`src/rtl/multicycle_control_unit.sv`:
```
// Sequencing control for the multi-cycle MIPS core: latches a decoded instruction class
// in DECODE, then steps FETCH/DECODE/EXEC/MEM/WB, stalling on waitrequest and multiply/divide latency.
//
//   state  | meaning
//   -------+--------------------------------------------------------------
//   FETCH  | instruction read; hold while waitrequest, ir_write on completion
//   DECODE | one cycle; latch class, destination, access size, signedness
//   EXEC   | per-class strobes; mult/div stay here for their latency
//   MEM    | load/store transfer; hold while waitrequest
//   WB     | load write-back from memory data
//   HALT   | JR to address zero; terminal until reset
module multicycle_control_unit #(
   parameter int MUL_CYCLES = 2,
   parameter int DIV_CYCLES = 32,
   parameter int CNT_W      = 6
) (
   input  logic       clk,
   input  logic       reset_n,
   input  logic [5:0] opcode,
   input  logic [5:0] funct,
   input  logic       waitrequest,
   input  logic       jr_target_zero,
   output logic       active,
   output logic       mem_read,
   output logic       mem_write,
   output logic       instr_fetch,
   output logic       ir_write,
   output logic       reg_write,
   output logic [1:0] reg_dst,
   output logic       mem_to_reg,
   output logic [1:0] mem_size,
   output logic       mem_signed,
   output logic       jump,
   output logic       jr,
   output logic       branch,
   output logic       hilo_write,
   output logic       pc_write,
   output logic [2:0] state
);

   localparam logic [2:0] S_FETCH  = 3'd0;
   localparam logic [2:0] S_DECODE = 3'd1;
   localparam logic [2:0] S_EXEC   = 3'd2;
   localparam logic [2:0] S_MEM    = 3'd3;
   localparam logic [2:0] S_WB     = 3'd4;
   localparam logic [2:0] S_HALT   = 3'd5;

   localparam logic [3:0] C_NOP   = 4'd0;
   localparam logic [3:0] C_ALU_R = 4'd1;
   localparam logic [3:0] C_ALU_I = 4'd2;
   localparam logic [3:0] C_BR    = 4'd3;
   localparam logic [3:0] C_J     = 4'd4;
   localparam logic [3:0] C_JAL   = 4'd5;
   localparam logic [3:0] C_JALR  = 4'd6;
   localparam logic [3:0] C_JR    = 4'd7;
   localparam logic [3:0] C_MUL   = 4'd8;
   localparam logic [3:0] C_DIV   = 4'd9;
   localparam logic [3:0] C_MTHL  = 4'd10;
   localparam logic [3:0] C_MFHL  = 4'd11;
   localparam logic [3:0] C_LOAD  = 4'd12;
   localparam logic [3:0] C_STORE = 4'd13;

   localparam logic [1:0] DST_RT  = 2'd0;
   localparam logic [1:0] DST_RD  = 2'd1;
   localparam logic [1:0] DST_R31 = 2'd2;

   localparam logic [CNT_W-1:0] MUL_LOAD = CNT_W'(MUL_CYCLES - 1);
   localparam logic [CNT_W-1:0] DIV_LOAD = CNT_W'(DIV_CYCLES - 1);
   localparam logic             MUL_ONE  = (MUL_CYCLES == 1);
   localparam logic             DIV_ONE  = (DIV_CYCLES == 1);

   logic [2:0]       state_q, state_d;
   logic [CNT_W-1:0] cnt_q, cnt_d;
   logic [3:0]       cls_q, dec_cls;
   logic [1:0]       dst_q, dec_dst;
   logic [1:0]       size_q, dec_size;
   logic             sgn_q, dec_sgn;
   logic             lat_last;
   logic [CNT_W-1:0] lat_load;

   always_comb begin
      dec_cls = C_NOP;
      case (opcode)
         6'h00: begin
            case (funct)
               6'h00, 6'h02, 6'h03, 6'h04, 6'h06, 6'h07,
               6'h20, 6'h21, 6'h22, 6'h23, 6'h24, 6'h25,
               6'h26, 6'h27, 6'h2A, 6'h2B:              dec_cls = C_ALU_R;
               6'h08:                                   dec_cls = C_JR;
               6'h09:                                   dec_cls = C_JALR;
               6'h10, 6'h12:                            dec_cls = C_MFHL;
               6'h11, 6'h13:                            dec_cls = C_MTHL;
               6'h18, 6'h19:                            dec_cls = C_MUL;
               6'h1A, 6'h1B:                            dec_cls = C_DIV;
               default:                                 dec_cls = C_NOP;
            endcase
         end
         6'h01, 6'h04, 6'h05, 6'h06, 6'h07:             dec_cls = C_BR;
         6'h02:                                         dec_cls = C_J;
         6'h03:                                         dec_cls = C_JAL;
         6'h08, 6'h09, 6'h0A, 6'h0B,
         6'h0C, 6'h0D, 6'h0E, 6'h0F:                    dec_cls = C_ALU_I;
         6'h20, 6'h21, 6'h23, 6'h24, 6'h25:             dec_cls = C_LOAD;
         6'h28, 6'h29, 6'h2B:                           dec_cls = C_STORE;
         default:                                       dec_cls = C_NOP;
      endcase
   end

   always_comb begin
      dec_dst = DST_RT;
      case (dec_cls)
         C_ALU_R, C_JALR, C_MFHL: dec_dst = DST_RD;
         C_JAL:                   dec_dst = DST_R31;
         default:                 dec_dst = DST_RT;
      endcase
   end

   // Byte/half/word is encoded in the low opcode bits for every supported load/store.
   always_comb begin
      case (opcode[1:0])
         2'b00:   dec_size = 2'd0;
         2'b01:   dec_size = 2'd1;
         default: dec_size = 2'd2;
      endcase
      dec_sgn = (opcode == 6'h20) || (opcode == 6'h21);
   end

   // A zero counter means "first EXEC cycle"; later cycles count down to 1.
   always_comb begin
      lat_load = (cls_q == C_MUL) ? MUL_LOAD : DIV_LOAD;
      if (cnt_q == '0) begin
         lat_last = (cls_q == C_MUL) ? MUL_ONE : DIV_ONE;
      end else begin
         lat_last = (cnt_q == CNT_W'(1));
      end
   end

   always_comb begin
      state_d     = state_q;
      cnt_d       = cnt_q;
      active      = 1'b1;
      mem_read    = 1'b0;
      mem_write   = 1'b0;
      instr_fetch = 1'b0;
      ir_write    = 1'b0;
      reg_write   = 1'b0;
      reg_dst     = DST_RT;
      mem_to_reg  = 1'b0;
      mem_size    = 2'd0;
      mem_signed  = 1'b0;
      jump        = 1'b0;
      jr          = 1'b0;
      branch      = 1'b0;
      hilo_write  = 1'b0;
      pc_write    = 1'b0;

      case (state_q)
         S_FETCH: begin
            mem_read    = 1'b1;
            instr_fetch = 1'b1;
            mem_size    = 2'd2;
            if (!waitrequest) begin
               ir_write = 1'b1;
               state_d  = S_DECODE;
            end
         end

         S_DECODE: state_d = S_EXEC;

         S_EXEC: begin
            state_d = S_FETCH;
            case (cls_q)
               C_ALU_R, C_ALU_I, C_MFHL: begin
                  reg_write = 1'b1;
                  reg_dst   = dst_q;
                  pc_write  = 1'b1;
               end
               C_BR: begin
                  branch   = 1'b1;
                  pc_write = 1'b1;
               end
               C_J: begin
                  jump     = 1'b1;
                  pc_write = 1'b1;
               end
               C_JAL: begin
                  jump      = 1'b1;
                  pc_write  = 1'b1;
                  reg_write = 1'b1;
                  reg_dst   = dst_q;
               end
               C_JALR: begin
                  jump      = 1'b1;
                  jr        = 1'b1;
                  pc_write  = 1'b1;
                  reg_write = 1'b1;
                  reg_dst   = dst_q;
               end
               C_JR: begin
                  jr       = 1'b1;
                  pc_write = 1'b1;
                  if (jr_target_zero) state_d = S_HALT;
               end
               C_MUL, C_DIV: begin
                  if (lat_last) begin
                     hilo_write = 1'b1;
                     pc_write   = 1'b1;
                     cnt_d      = '0;
                  end else begin
                     state_d = S_EXEC;
                     cnt_d   = (cnt_q == '0) ? lat_load : cnt_q - CNT_W'(1);
                  end
               end
               C_MTHL: begin
                  hilo_write = 1'b1;
                  pc_write   = 1'b1;
               end
               C_LOAD, C_STORE: state_d = S_MEM;
               default:         pc_write = 1'b1;
            endcase
         end

         S_MEM: begin
            mem_read   = (cls_q == C_LOAD);
            mem_write  = (cls_q != C_LOAD);
            mem_size   = size_q;
            mem_signed = sgn_q;
            if (!waitrequest) begin
               if (cls_q == C_LOAD) begin
                  state_d = S_WB;
               end else begin
                  pc_write = 1'b1;
                  state_d  = S_FETCH;
               end
            end
         end

         S_WB: begin
            reg_write  = 1'b1;
            mem_to_reg = 1'b1;
            reg_dst    = DST_RT;
            pc_write   = 1'b1;
            state_d    = S_FETCH;
         end

         S_HALT: active = 1'b0;

         default: state_d = S_FETCH;
      endcase

      // Strobes drop the moment reset asserts, not at the next edge.
      if (!reset_n) begin
         active      = 1'b1;
         mem_read    = 1'b0;
         mem_write   = 1'b0;
         instr_fetch = 1'b0;
         ir_write    = 1'b0;
         reg_write   = 1'b0;
         reg_dst     = DST_RT;
         mem_to_reg  = 1'b0;
         mem_size    = 2'd0;
         mem_signed  = 1'b0;
         jump        = 1'b0;
         jr          = 1'b0;
         branch      = 1'b0;
         hilo_write  = 1'b0;
         pc_write    = 1'b0;
      end
   end

   always_ff @(posedge clk or negedge reset_n) begin
      if (!reset_n) begin
         state_q <= S_FETCH;
         cnt_q   <= '0;
         cls_q   <= C_NOP;
         dst_q   <= DST_RT;
         size_q  <= 2'd0;
         sgn_q   <= 1'b0;
      end else begin
         state_q <= state_d;
         cnt_q   <= cnt_d;
         if (state_q == S_DECODE) begin
            cls_q  <= dec_cls;
            dst_q  <= dec_dst;
            size_q <= dec_size;
            sgn_q  <= dec_sgn;
         end
      end
   end

   assign state = state_q;

endmodule

```
`config.mk`:
```
export PLATFORM = sky130hd
export DESIGN_NAME = multicycle_control_unit
export DESIGN_NICKNAME = d
export VERILOG_FILES = /design/src/rtl/multicycle_control_unit.sv
export SDC_FILE = /design/constraint.sdc
export NUM_CORES = 1
export LEC_CHECK = 0
export CORE_AREA = 10 10 69 71
export CTS_CLUSTER_SIZE = 10
export DETAILED_ROUTE_END_ITERATION = 6
export DIE_AREA = 0 0 79 81
export GPL_TIMING_DRIVEN = 0
export PLACE_DENSITY = 0.74
export SYNTH_ARGS = -nofsm -noshare
export SYNTH_HDL_FRONTEND = slang
export SYNTH_SLANG_ARGS = --single-unit
export TNS_END_PERCENT = 20
```
`constraint.sdc`:
```
create_clock -name clk -period 1.55 [get_ports clk]
set_input_delay 0.3875 -clock clk [delete_from_list [all_inputs] [get_ports clk]]
set_output_delay 0.3875 -clock clk [all_outputs]
set_load 0.03 [all_outputs]
```
Yosys cells after proc, flatten, opt, wreduce, memory -nomap -nowiden. Memories as Yosys holds them, arrays and structs flattened. Cells that the tools add are included. W data, S select, Z words.

Register bits: 18. Memory bits (read-only): 256. Input bits: 16. Output and inout bits: 20. Memories: 1.

$add $sub $neg: 1. Eq/ne operators: 50. Mux-type cells: 55. Bitwise gates (word level): 1. Reduce and logical (&&, ||, !) cells: 17.

Memory list: (name not given) (depth 64, width 4, read ports 1, clocked after memory_dff 0, write ports 0, line 85) `case (funct)`.

Operators by type and width (number): $eq A6 B4 Y1 const B (8); $eq A6 B6 Y1 const B (8); $mux W1 (32); $eq A4 B4 Y1 const B (7); $pmux W4 S7 (1); $eq A4 B3 Y1 const B (6); $eq A6 B3 Y1 const B (4); $pmux W3 S5 (1); $reduce_or A5 Y1 (3); $eq A6 B1 Y1 const B (2); $eq A6 B2 Y1 const B (2); $logic_not A6 Y1 (2); $mux W3 (4); $mux W6 (2); $pmux W2 S2 (3); $mux W2 (5); $pmux W3 S3 (1); $reduce_or A3 Y1 (3); $eq A4 B1 Y1 const B (2); $eq A4 B2 Y1 const B (2); $pmux W1 S2 (4); $reduce_or A8 Y1 (1); $eq A3 B2 Y1 const B (2); $eq A3 B3 Y1 const B (2); 14 further kinds (17).

Longest topological paths before layout.
Depth after elaboration: 6. Depth in mapped cells: 7. Depth with buffers taken out: 7.

Worst setup path before layout. OpenSTA, ideal clock, no wires.

Kind: register to output. Start: reg state_q[2] (netlist: state[2]). End: out pc_write. Data arrival time: 1.993 ns. Path slack: -0.830 ns. Stages on the path, launching flop included: 6. Cells stage by stage: dfrtp_1 buf_2 nor2b_1 and3_1 nor2b_1 a211o_1.

Longest elaborated chain between the ends: 3. Elaborated cells between the ends (all ways): 5.

Ends and longest elaborated chain: start: declaration (line 72) `logic [2:0] state_q, state_d;`; start signal: assignment (line 280) `state_q <= state_d;`; $eq A3 B3 Y1 / $eq A3 B2 Y1 (equally long branches) (line 157) `case (state_q)`; $pmux W1 S3 (*) (line 157); $mux W1 (*) (line 252) `if (!reset_n) begin`; end: declaration (line 37) `output logic pc_write,`.

Every way passes the cells marked *; elsewhere a longest branch is shown, timed or not.

Worst setup path after layout.
Start: reg cnt_q[0]. End: out hilo_write.

Longest elaborated chain between the ends: 6. Elaborated cells between the ends (all ways): 7.

Ends and longest elaborated chain: start: declaration (line 73) `logic [CNT_W-1:0] cnt_q, cnt_d;`; start signal: assignment (line 281) `cnt_q <= cnt_d;`; $eq A6 B1 Y1 / $logic_not A6 Y1 (equally long branches) (line 134, 131); $mux W1 (*) (line 131) `if (cnt_q == '0) begin`; $mux W1 (*) (line 205) `if (lat_last) begin`; $pmux W1 S2 (*) (line 172) `case (cls_q)`; $mux W1 (*) (line 157); $mux W1 (*) (line 252); end: declaration (line 36) `output logic hilo_write,`.

Marked as above.

==> flow_summary_export.csv <==
group,metric,value,unit
status,outcome,"finished with violations",
status,violations,"negative setup slack",
floorplan,start_util,42.0,%
floorplan,dieArea,6400,um^2
cts,cts_sinks,18,
critical_path,arrival,1760,ps
finish,antenna_cells,0,
routing,vias,1580,
global_route,overflow,0,
global_route,antenna_found_initial,0,
global_route,grt_usage,13.7,%
sta,rsz0062_at_grt,"true",
global_route,grt_pass1_wl,7.20,mm
routing,drt_wl_total,4.47,mm
logic_synthesis,synth_flop_cell,"dfrtp_1",
floorplan,io_pins,36,
logic_synthesis,synth_area,1480,um^2
routing,first_pass_iters,4,
logic_synthesis,synth_fp_nets,200,
floorplan,num_rows,22,
routing,ant_nets,0,
critical_path,cp_num_buf_inv,2,
critical_path,critPathCaptureType,"primary output",
global_route,grt_start_max_net_pins,19,
power_and_ir_drop,internal_power,0.00194,W
finish,nNetsFinal,260,
routing,met1_length,1.88,mm
worst_hold_path,hold_path_class,"input pin to flip-flop",
power_and_ir_drop,total_power,0.00353,W
logic_synthesis,yosysTopAreaCellShare,30.5,%
logic_synthesis,synth_edf_count,0,
logic_synthesis,syn_inst,181,
critical_path,r2r_start,"cnt_q[0]",
logic_synthesis,synth.largest_area_cell,"dfrtp_1",
power_and_ir_drop,power.leakage,1.04,nW
cts,cts_tree,"built",
logic_synthesis,yosys_warnings,0,
sta,min_period_over_period,138,%
critical_path,critPathTopFamily,"flip-flops",
sta,finalSetupViolCount,21,
placed_design,gp_congestion,0.831,
routing,met3WireLength,235,um
critical_path,crit_path_max_fanout,3,
power_and_ir_drop,seqPwrFrac,24.2,%
cts,htree_num_levels,1,
sta,layout_setup_ws,-596,ps
cts,cts_made_buffers,3,
power_and_ir_drop,switchingPower,0.00159,W
critical_path,max_stage_delay,410,ps
routing,top_layer,"met4",
logic_synthesis,synthTopCellsByArea,"dfrtp_1 30%, nand2_1 5.6%, nor2_1 4.1%",
placed_design,pre_cts_ws,-1900,ps
logic_synthesis,ys_seq_area_share,30.5,%
sta,slew-limit-headroom,44.5,%
floorplan,core-area,3520,um^2
routing,dr.first_iter.drc_count,51,
critical_path,cp-start-kind,"flip-flop",
power_and_ir_drop,power_frac_comb,67.0,%
sta,finalCriticalPeriod,2150,ps
placed_design,dp_hpwl,2.88,mm
sta,worstMarginPinSlew,829,ps
sta,hold_viol_final,0,
sta,fmax,0.466,GHz
finish,drive_gt1_share,46.7,%
cts,ctsRootBufferMaster,"clkbuf_4",
power_and_ir_drop,swShare,45.1,%
cts,clkLatencyLatePin,300,ps
routing,viasPerCell,5.49,
critical_path,slowest_stage,"dfrtp_1",
logic_synthesis,ys_async_sr_fraction,100,%
floorplan,dieHeight,81,um
critical_path,required,1160,ps
routing,wl_per_cell,15.5,um
placed_design,portBuffers,32,
floorplan,die_width,79,um
power_and_ir_drop,p_clk_share,8.7,%
cts,clk_pin_slew_worst_paths,110,ps
routing,wl_met2,2.26,mm
power_and_ir_drop,ir_drop,0.000457,V
critical_path,critPathLaunch,"cnt_q[0]",
logic_synthesis,ys_types,53,
logic_synthesis,syn_avg_cell_area,8.17,um^2
sta,maxSlewViolCount,0,
power_and_ir_drop,power_density,1530,nW/um^2
sta,clock-skew-final,1.13,ps
cts,clockBufferDepth,2,
logic_synthesis,ys_ff_latch,18,
finish,areaGrowthSynthToFinish,55.7,%
routing,drc,0,
job,cap_violations,0,
global_route,grt_pass1_vias,1526,
critical_path,crit_path_cell_trace,"inv_2 -> ha_4 -> nor2_4 -> nand3_2 -> mux2_4 -> nor3_4 -> buf_6",
worst_hold_path,holdCritStartpoint,"opcode[2]",
critical_path,crit_type,"flip-flop to primary output",
-- per-stage QoR --
stage	TNS (ps)	std cells	util, %	area [um^2]	hold slack, ps
after detailed placement	-32130	261	55.7	1960	466
after CTS	-7030	281	61.8	2180	416
after floorplan	-1930	181	-	1580	91.9
final	-7200	288	65.3	2300	421
after global placement	-31650	261	55.7	1960	453
after global routing	-8700	288	65.3	2300	457
-- cells in the mapped netlist, drive strengths merged (3+ instances only) --
cell,instances
nand2,22
dfrtp,18
nor2,16
o21ai,13
inv,10
a21oi,9
buf,7
nand3,7
nor4,7
nor3,6
and2,5
nand2b,5
nor2b,5
o21bai,5
nor3b,4
a21o,3
and3,3
clkbuf,3
ha,3
o2bb2ai,3
-- cell usage in the layout (no fill, tap or decap), drive strengths merged, types with 9 or more instances in the layout --
| cell type | count |
|---|---|
| a21oi | 9 |
| dfrtp | 18 |
| buf | 48 |
| dlygate4sd2 | 9 |
| nand2 | 22 |
| inv | 10 |
| o21ai | 13 |
| nor2 | 16 |
-- cell type report --
cell class	count	area, um^2
Timing Repair Buffer	56	490
Fill cell	303	1220
Tap cell	48	60.1
Buffer	9	86.3
Clock buffer	4	36.3
Sequential cell	18	459
Multi-Input combinational cell	143	1130
Inverter	10	40.0
-- timing repair --
action / 4_1_cts / 5_1_grt
endpoints found under the setup margin: 28 / 30
gates resized for setup: 151 / 23
setup buffers: 16 / 7
hold buffers: 1 / 0
gates cloned: 0 / 0
pin swaps: 13 / 10
hold endpoints to repair: 18 / 0
-- power by group through the flow --
stage                     Sequential (W)  Combinational, W  Clock (W)
after detailed placement        0.000871           0.00160          0
after CTS                       0.000837           0.00204   0.000313
final                           0.000855           0.00237   0.000308
after global routing            0.000876           0.00254   0.000330
after floorplan                 0.000865           0.00116          0
after global placement          0.000861           0.00158          0
-- tightest hold or removal path: stages --
cell and delay [ps]:
buf_6 110, nor4_4 50, nand3_1 80, o21ai_0 70
-- worst paths after layout --
path | cells past startpoint | slack (ps) | to
max | 7 | -600 | hilo_write
max in group asynchronous | 2 | 240 | cls_q[1]
min reg2reg | 2 | 490 | dst_q[1]
max reg2reg | 8 | -230 | cnt_q[3]
min in group asynchronous | 2 | 740 | state[2]
min | 4 | 420 | dst_q[1]
-- kinds of logic after synthesis --
logic type | Yosys count | synth area share, %
AND/OR/NAND/NOR | 89 | 33.7
buffers and inverters | 20 | 7.11
adder cells (fa/ha/maj) | 3 | 2.54
AO/OA/AOI/OAI | 49 | 24.7
flip-flops | 18 | 30.5
multiplexers | 2 | 1.52
-- metal layers --
| metal | track usage (%) | vias up |
|---|---|---|
| li1 | - | 774 |
| met1 | 15.4 | 747 |
| met2 | 24.4 | 49 |
| met3 | 2.65 | 10 |
| met4 | 6.27 | 0 |
| met5 | 0 | - |
-- flip-flops by register name, summed over array words and instances, names as in the netlist --
| register | cells |
|---|---|
| cls_q | 4 |
| cnt_q | 6 |
| sgn_q | 1 |
| state | 3 |
| size_q | 2 |
| dst_q | 2 |
No activity file was read; power rests on OpenSTA's default activity.
